File: src/rtl/ex_mem_pipe_pkg.sv
`default_nettype none
// ============================================================================
//  Module      : ex_mem_pipe_pkg
//  Description : Shared constants for the EX->MEM pipeline register.
//                Provides the reset-active level, the NOP register address,
//                the NOP aluop, the zero word and the stall-encoding names.
//  Revision    : 1.0  initial release
// ============================================================================
package ex_mem_pipe_pkg;

  // Reset is asserted when rst equals this level.
  localparam logic RST_ACTIVE = 1'b0;

  // Integer-valued so each user can size them to its own parameters.
  localparam int NOP_REG_ADDR = 0;
  localparam int NOP_ALUOP    = 0;
  localparam int ZEROWORD     = 0;

  // Stall pair encoded as {stall_ex, stall_mem}.
  typedef enum logic [1:0] {
    STALL_NONE     = 2'b00,  // advance
    STALL_MEM_ONLY = 2'b01,  // illegal pairing, handled as hold
    STALL_BUBBLE   = 2'b10,  // EX stalled, MEM drains: insert NOP
    STALL_HOLD     = 2'b11   // both stalled: keep MEM contents
  } stall_e;

endpackage : ex_mem_pipe_pkg
`default_nettype wire

File: src/rtl/ex_mem_pipe.sv
`default_nettype none
// ============================================================================
//  Module      : ex_mem_pipe
//  Description : Parametrised EX->MEM pipeline register. Carries GPR
//                write-back, memory-op fields and (optionally) HI/LO, with
//                stall/bubble/flush control. Also holds the multi-cycle
//                MADD/MSUB partial product and step count fed back to EX.
//  Config      : EX_MEM_HILO_EN -- when defined, adds ex_whilo/ex_hi/ex_lo
//                inputs and mem_whilo/mem_hi/mem_lo outputs.
//  Ports       : clk, rst (sync, active low), flush, stall_ex, stall_mem,
//                ex_* inputs -> mem_* registered outputs,
//                ex_hilo_tmp/ex_cnt -> hilo_tmp_o/cnt_o,
//                bubble_cnt (saturating bubble counter).
//  Revision    : 1.0  initial release
// ============================================================================
module ex_mem_pipe
  import ex_mem_pipe_pkg::*;
#(
  parameter int DATA_W     = 32,
  parameter int REG_ADDR_W = 5,
  parameter int ALUOP_W    = 8,
  parameter int CNT_W      = 2,
  parameter int BUB_W      = 16
) (
  input  logic                  clk,
  input  logic                  rst,
  input  logic                  flush,
  input  logic                  stall_ex,
  input  logic                  stall_mem,
  input  logic                  ex_valid,
  input  logic [REG_ADDR_W-1:0] ex_wd,
  input  logic                  ex_wreg,
  input  logic [DATA_W-1:0]     ex_wdata,
  input  logic [ALUOP_W-1:0]    ex_aluop,
  input  logic [DATA_W-1:0]     ex_mem_addr,
  input  logic [DATA_W-1:0]     ex_reg2,
`ifdef EX_MEM_HILO_EN
  input  logic                  ex_whilo,
  input  logic [DATA_W-1:0]     ex_hi,
  input  logic [DATA_W-1:0]     ex_lo,
  output logic                  mem_whilo,
  output logic [DATA_W-1:0]     mem_hi,
  output logic [DATA_W-1:0]     mem_lo,
`endif
  input  logic [2*DATA_W-1:0]   ex_hilo_tmp,
  input  logic [CNT_W-1:0]      ex_cnt,
  output logic                  mem_valid,
  output logic [REG_ADDR_W-1:0] mem_wd,
  output logic                  mem_wreg,
  output logic [DATA_W-1:0]     mem_wdata,
  output logic [ALUOP_W-1:0]    mem_aluop,
  output logic [DATA_W-1:0]     mem_mem_addr,
  output logic [DATA_W-1:0]     mem_reg2,
  output logic [2*DATA_W-1:0]   hilo_tmp_o,
  output logic [CNT_W-1:0]      cnt_o,
  output logic [BUB_W-1:0]      bubble_cnt
);

  localparam logic [REG_ADDR_W-1:0] NOP_WD   = REG_ADDR_W'(NOP_REG_ADDR);
  localparam logic [ALUOP_W-1:0]    NOP_OP   = ALUOP_W'(NOP_ALUOP);
  localparam logic [DATA_W-1:0]     ZERO_W   = DATA_W'(ZEROWORD);
  localparam logic [BUB_W-1:0]      BUB_MAX  = {BUB_W{1'b1}};

  stall_e stall_mode;

  always_comb begin
    stall_mode = stall_e'({stall_ex, stall_mem});
  end

  // Pipeline fields and multi-cycle feedback.
  always_ff @(posedge clk) begin
    if (rst == RST_ACTIVE || flush) begin
      // Reset and flush both leave a NOP and drop any in-flight accumulation.
      mem_valid    <= 1'b0;
      mem_wd       <= NOP_WD;
      mem_wreg     <= 1'b0;
      mem_wdata    <= ZERO_W;
      mem_aluop    <= NOP_OP;
      mem_mem_addr <= ZERO_W;
      mem_reg2     <= ZERO_W;
`ifdef EX_MEM_HILO_EN
      mem_whilo    <= 1'b0;
      mem_hi       <= ZERO_W;
      mem_lo       <= ZERO_W;
`endif
      hilo_tmp_o   <= '0;
      cnt_o        <= '0;
    end else begin
      unique case (stall_mode)
        STALL_HOLD, STALL_MEM_ONLY: begin
          // MEM fields keep their value; EX is mid-operation so keep its state.
          hilo_tmp_o <= ex_hilo_tmp;
          cnt_o      <= ex_cnt;
        end
        STALL_BUBBLE: begin
          mem_valid    <= 1'b0;
          mem_wd       <= NOP_WD;
          mem_wreg     <= 1'b0;
          mem_wdata    <= ZERO_W;
          mem_aluop    <= NOP_OP;
          mem_mem_addr <= ZERO_W;
          mem_reg2     <= ZERO_W;
`ifdef EX_MEM_HILO_EN
          mem_whilo    <= 1'b0;
          mem_hi       <= ZERO_W;
          mem_lo       <= ZERO_W;
`endif
          hilo_tmp_o   <= ex_hilo_tmp;
          cnt_o        <= ex_cnt;
        end
        STALL_NONE: begin
          // An invalid slot still copies its data but can never write state.
          mem_valid    <= ex_valid;
          mem_wd       <= ex_wd;
          mem_wreg     <= ex_wreg & ex_valid;
          mem_wdata    <= ex_wdata;
          mem_aluop    <= ex_aluop;
          mem_mem_addr <= ex_mem_addr;
          mem_reg2     <= ex_reg2;
`ifdef EX_MEM_HILO_EN
          mem_whilo    <= ex_whilo & ex_valid;
          mem_hi       <= ex_hi;
          mem_lo       <= ex_lo;
`endif
          hilo_tmp_o   <= '0;
          cnt_o        <= '0;
        end
        default: begin
          hilo_tmp_o <= ex_hilo_tmp;
          cnt_o      <= ex_cnt;
        end
      endcase
    end
  end

  // Saturating bubble counter; flush does not count as a bubble.
  always_ff @(posedge clk) begin
    if (rst == RST_ACTIVE) begin
      bubble_cnt <= '0;
    end else if (!flush && stall_mode == STALL_BUBBLE && bubble_cnt != BUB_MAX) begin
      bubble_cnt <= bubble_cnt + BUB_W'(1);
    end
  end

endmodule : ex_mem_pipe
`default_nettype wire

File: config.mk
export PLATFORM = sky130hd
export DESIGN_NAME = ex_mem_pipe
export DESIGN_NICKNAME = d
export VERILOG_FILES = /design/src/rtl/ex_mem_pipe_pkg.sv /design/src/rtl/ex_mem_pipe.sv
export SDC_FILE = /design/constraint.sdc
export NUM_CORES = 1
export LEC_CHECK = 0
export ABC_AREA = 1
export CAP_MARGIN = 20
export CORE_AREA = 2 2 144 146
export CTS_CLUSTER_DIAMETER = 200
export CTS_CLUSTER_SIZE = 10
export DETAILED_ROUTE_END_ITERATION = 6
export DIE_AREA = 0 0 146 148
export PLACE_DENSITY = 0.79
export SYNTH_ARGS = -nofsm -noshare
export SYNTH_HDL_FRONTEND = slang
export SYNTH_SLANG_ARGS = --single-unit
File: constraint.sdc
create_clock -name clk -period 2.19 [get_ports clk]
set_clock_uncertainty 0.2 [all_clocks]
set_input_delay 0.438 -clock clk [delete_from_list [all_inputs] [get_ports clk]]
set_output_delay 0.438 -clock clk [all_outputs]
set_load 0.02 [all_outputs]
==> metrics.md, run 1 <==
| Metric | Value |
|---|---|
| Number of CTS-inserted buffers | 17 |
| Initial antenna violation count | 0 |
| CP required | 1550 ps |
| CTS tree | built |
| Total core area | 20,040 µm² |
| Crit path time final | 2127 ps |
| Post-Route Setup TNS | 0 ps |
| Run status | finished clean |
| First-pass GRT wire length | 33,240 µm |
| Pre-Repair DR Iteration Count | 5 |
| Yosys top cell area share | 0.5828 |
| DRC | 0 |
| Total Power | 7.693 mW |
| Worst path buffer plus inverter count | 1 |
| Crit path to | bubble_cnt[2] |
| Crit path kind | reg2out |
| Reg power frac | 0.472 |
| Crit-path max cell delay | 660 ps |
| Setup slack of the most critical reg-to-reg path | 240 ps |
| Detailed Route WL | 21,950 µm |
| Gr usage total | 0.1950 |
| Synthesized area per cell | 7.921 µm² |
| Max Transition Viols Final | 0 |
| Clk root buf | clkbuf_16 |
| Most common cell after layout, fill and taps aside | clkdlybuf4s50_1 |
| Largest net degree at the start of global routing | 75 |
| Pleak | 4.448 nW |
| Reg-to-reg startpoint | bubble_cnt[0] |
| CP Depth | 1 |
| Top Ports | 375 |
| Slowest library cell on the worst path | clkdlybuf4s50_1 |
| Worst-case clock buffer depth | 2 |
| Area growth syn-to-layout | 70.07% |
| Slew @ Worst Pin | 765.7 ps |
| Switch share | 0.2501 |
| Share of cells above drive strength 1 | 0.05045 |
| Syn Std Cell Area | 6630 µm² |
| Vias in the first global route | 6,328 |
| Cell taking the most area after synthesis | dfxtp_1 |
| Hold crit path type | reg2reg |
| Port Buffers | 374 |
| Postcts setup bufs | 0 |
| Internal | 5.769 mW |
| Pwr/cell area | 682.3 nW/µm² |
| Critical Path End Type | output pin |
| Logic gate share of total power | 0.118 |
| Die Wd | 146 µm |
| H-tree Lvls | 4 |
| Clk_lat worst skew | 420 ps |
| CTS clk-pin slew, worst paths | 70 ps |
| GRT overflow | 0 |
| # rows | 52 |
| IR drop worst, VDD | 0.0004677 V |
| Cells after synthesis | 837 |
| Starting Density | 0.3309 |
| Seq/Total Area, Yosys | 0.5828 |
| Number of vias in the routed layout | 6,583 |
| Post-DP HPWL | 16,530 µm |
| Crit path DAT | 1490 ps |
| Full die area | 21,610 µm² |
| Synthesized flop and latch total | 193 |
| Critical Path Fanout Max | 5 |
| Top cells by area, synth | dfxtp_1 58%, nand2_1 15%, a21oi_1 9.4% |
| CP startpoint | bubble_cnt[2] |
| Type of origin of the critical path | register |
| Distinct cells, synth | 21 |
| Most frequent cells in the layout | 366 x clkdlybuf4s50_1, 258 x nand2_1, 193 x dfxtp_1 |
| Switching power | 1.924 mW |
| Pre-CTS setup slack | 106.7 ps |
| Max_slew headroom | 0.4895 |
| Final nets | 1,379 |
| Critical path, cell by cell | clkdlybuf4s50_1 |
| Clk sinks | 193 |
| Final hold viol count | 0 |
| Max_cap viols | 0 |
| Fin crit share | 0.9714 |
| Vias per inst | 4.451 |
| Die height | 148 µm |
| Mapped Nets | 1,020 |
| Routed WL per cell | 14.84 µm |
| Diode count | 0 |
| Post-route ant nets | 0 |
| Final setup violation count | 0 |
| Reg-to-reg endpoint | bubble_cnt[2] |
| Clock power frac | 0.411 |
| DRT iter0 DRCs | 194 |
| Final core occ | 0.5627 |
| Peak Freq | 470.1 MHz |
| Final WS setup | 62.69 ps |
| Hold Slack | 253.9 ps |
| Ys Warns | 0 |
| CP top delay family | buffers and inverters |
| Gpl congestion | 0.8049 |
| RSZ-0062 raised after global routing | no |
| Reg2reg path depth | 6 |
==> synthesized netlist by cell type (all sizes together) <==
cell,n
o21a,1
nor2,107
buf,27
a21oi,124
or2,1
nand4,3
ha,1
inv,77
dfxtp,193
clkbuf,20
nand2,259
nand3b,1
nand3,21
nor3,2
==> area by class of cell <==
cell class                 count  area, µm²
sequential                   193       3864
inverter                      77      289.0
clock buffer                  19      442.9
tap                          270      337.8
clock inverter                13      165.2
timing repair buffer         387       3928
multi-input combinational    520       2250
fill                        1805       8763
==> power by group through the flow <==
stage / registers (mW) / clock network [mW] / logic (mW)
floorplan: 3.82 / 0 / 0.217
detailed placement: 3.71 / 0 / 0.910
CTS: 3.63 / 3.25 / 0.915
finish: 3.63 / 3.16 / 0.906
global route: 3.64 / 3.39 / 0.971
global placement: 3.71 / 0 / 0.898
==> sequential cells by signal, summed over array words and instances (netlist names) <==
| signal | cells |
|---|---|
| hilo_tmp_o | 64 |
| mem_wreg | 1 |
| mem_reg2 | 32 |
| mem_valid | 1 |
| mem_wd | 5 |
| bubble_cnt | 16 |
| mem_mem_addr | 32 |
| mem_aluop | 8 |
| mem_wdata | 32 |
| cnt_o | 2 |
==> worst min-delay path by stage <==
stage	from	end	slack (ps)	cells after the start
2_1_floorplan	mem_wdata[10]	mem_wdata[10]	330	2
3_3_place_gp	mem_mem_addr[17]	mem_mem_addr[17]	240	2
3_5_place_dp	mem_reg2[9]	mem_reg2[9]	250	2
4_1_cts	mem_reg2[6]	mem_reg2[6]	260	2
5_1_grt	mem_reg2[9]	mem_reg2[9]	270	2
6_report	mem_wdata[20]	mem_wdata[20]	250	2
==> kinds of logic (layout without fill, tap and decap cells) <==
| family | count (synthesis) | in the layout | synth area share |
|---|---|---|---|
| buffers and inverters | 124 | 496 | 0.08020 |
| flip-flops | 193 | 193 | 0.5828 |
| adder cells (fa/ha/maj) | 1 | 1 | 0.001887 |
| AO/OA/AOI/OAI | 125 | 125 | 0.09474 |
| AND/OR/NAND/NOR | 394 | 394 | 0.2404 |
==> routing by layer <==
| layer | global-route usage | up-vias | share of wire | wire (µm) |
|---|---|---|---|---|
| li1 | - | 3285 | - | - |
| met5 | 0 | - | 0 | 0 |
| met1 | 0.2172 | 3002 | 0.39 | 8582 |
| met4 | 0.07476 | 0 | 0.028 | 616 |
| met2 | 0.3441 | 259 | 0.50 | 10940 |
| met3 | 0.06698 | 37 | 0.083 | 1811 |
==> through the flow <==
step | std cells | cell area, µm²
3_5_place_dp | 1447 | 10650
3_3_place_gp | 1447 | 10650
2_1_floorplan | 837 | 6630
6_report | 1479 | 11280
5_1_grt | 1479 | 11280
4_1_cts | 1479 | 11260
==> what timing repair did <==
item | 4_1_cts | 5_1_grt
hold buffers | 0 | 0
setup endpoints to repair | 1 | 6
endpoints found under the hold margin | 0 | 0
gates resized for setup | 1 | 6
pin swaps | 0 | 0
No activity file was read; power rests on OpenSTA's default activity.
==> inputs of run 2 (changes only) <==
ABC_CLOCK_PERIOD_IN_PS = 2190   (was not set)
==> results of run 2 <==
The final DEF is identical to that of run 1; final timing and power are the same.
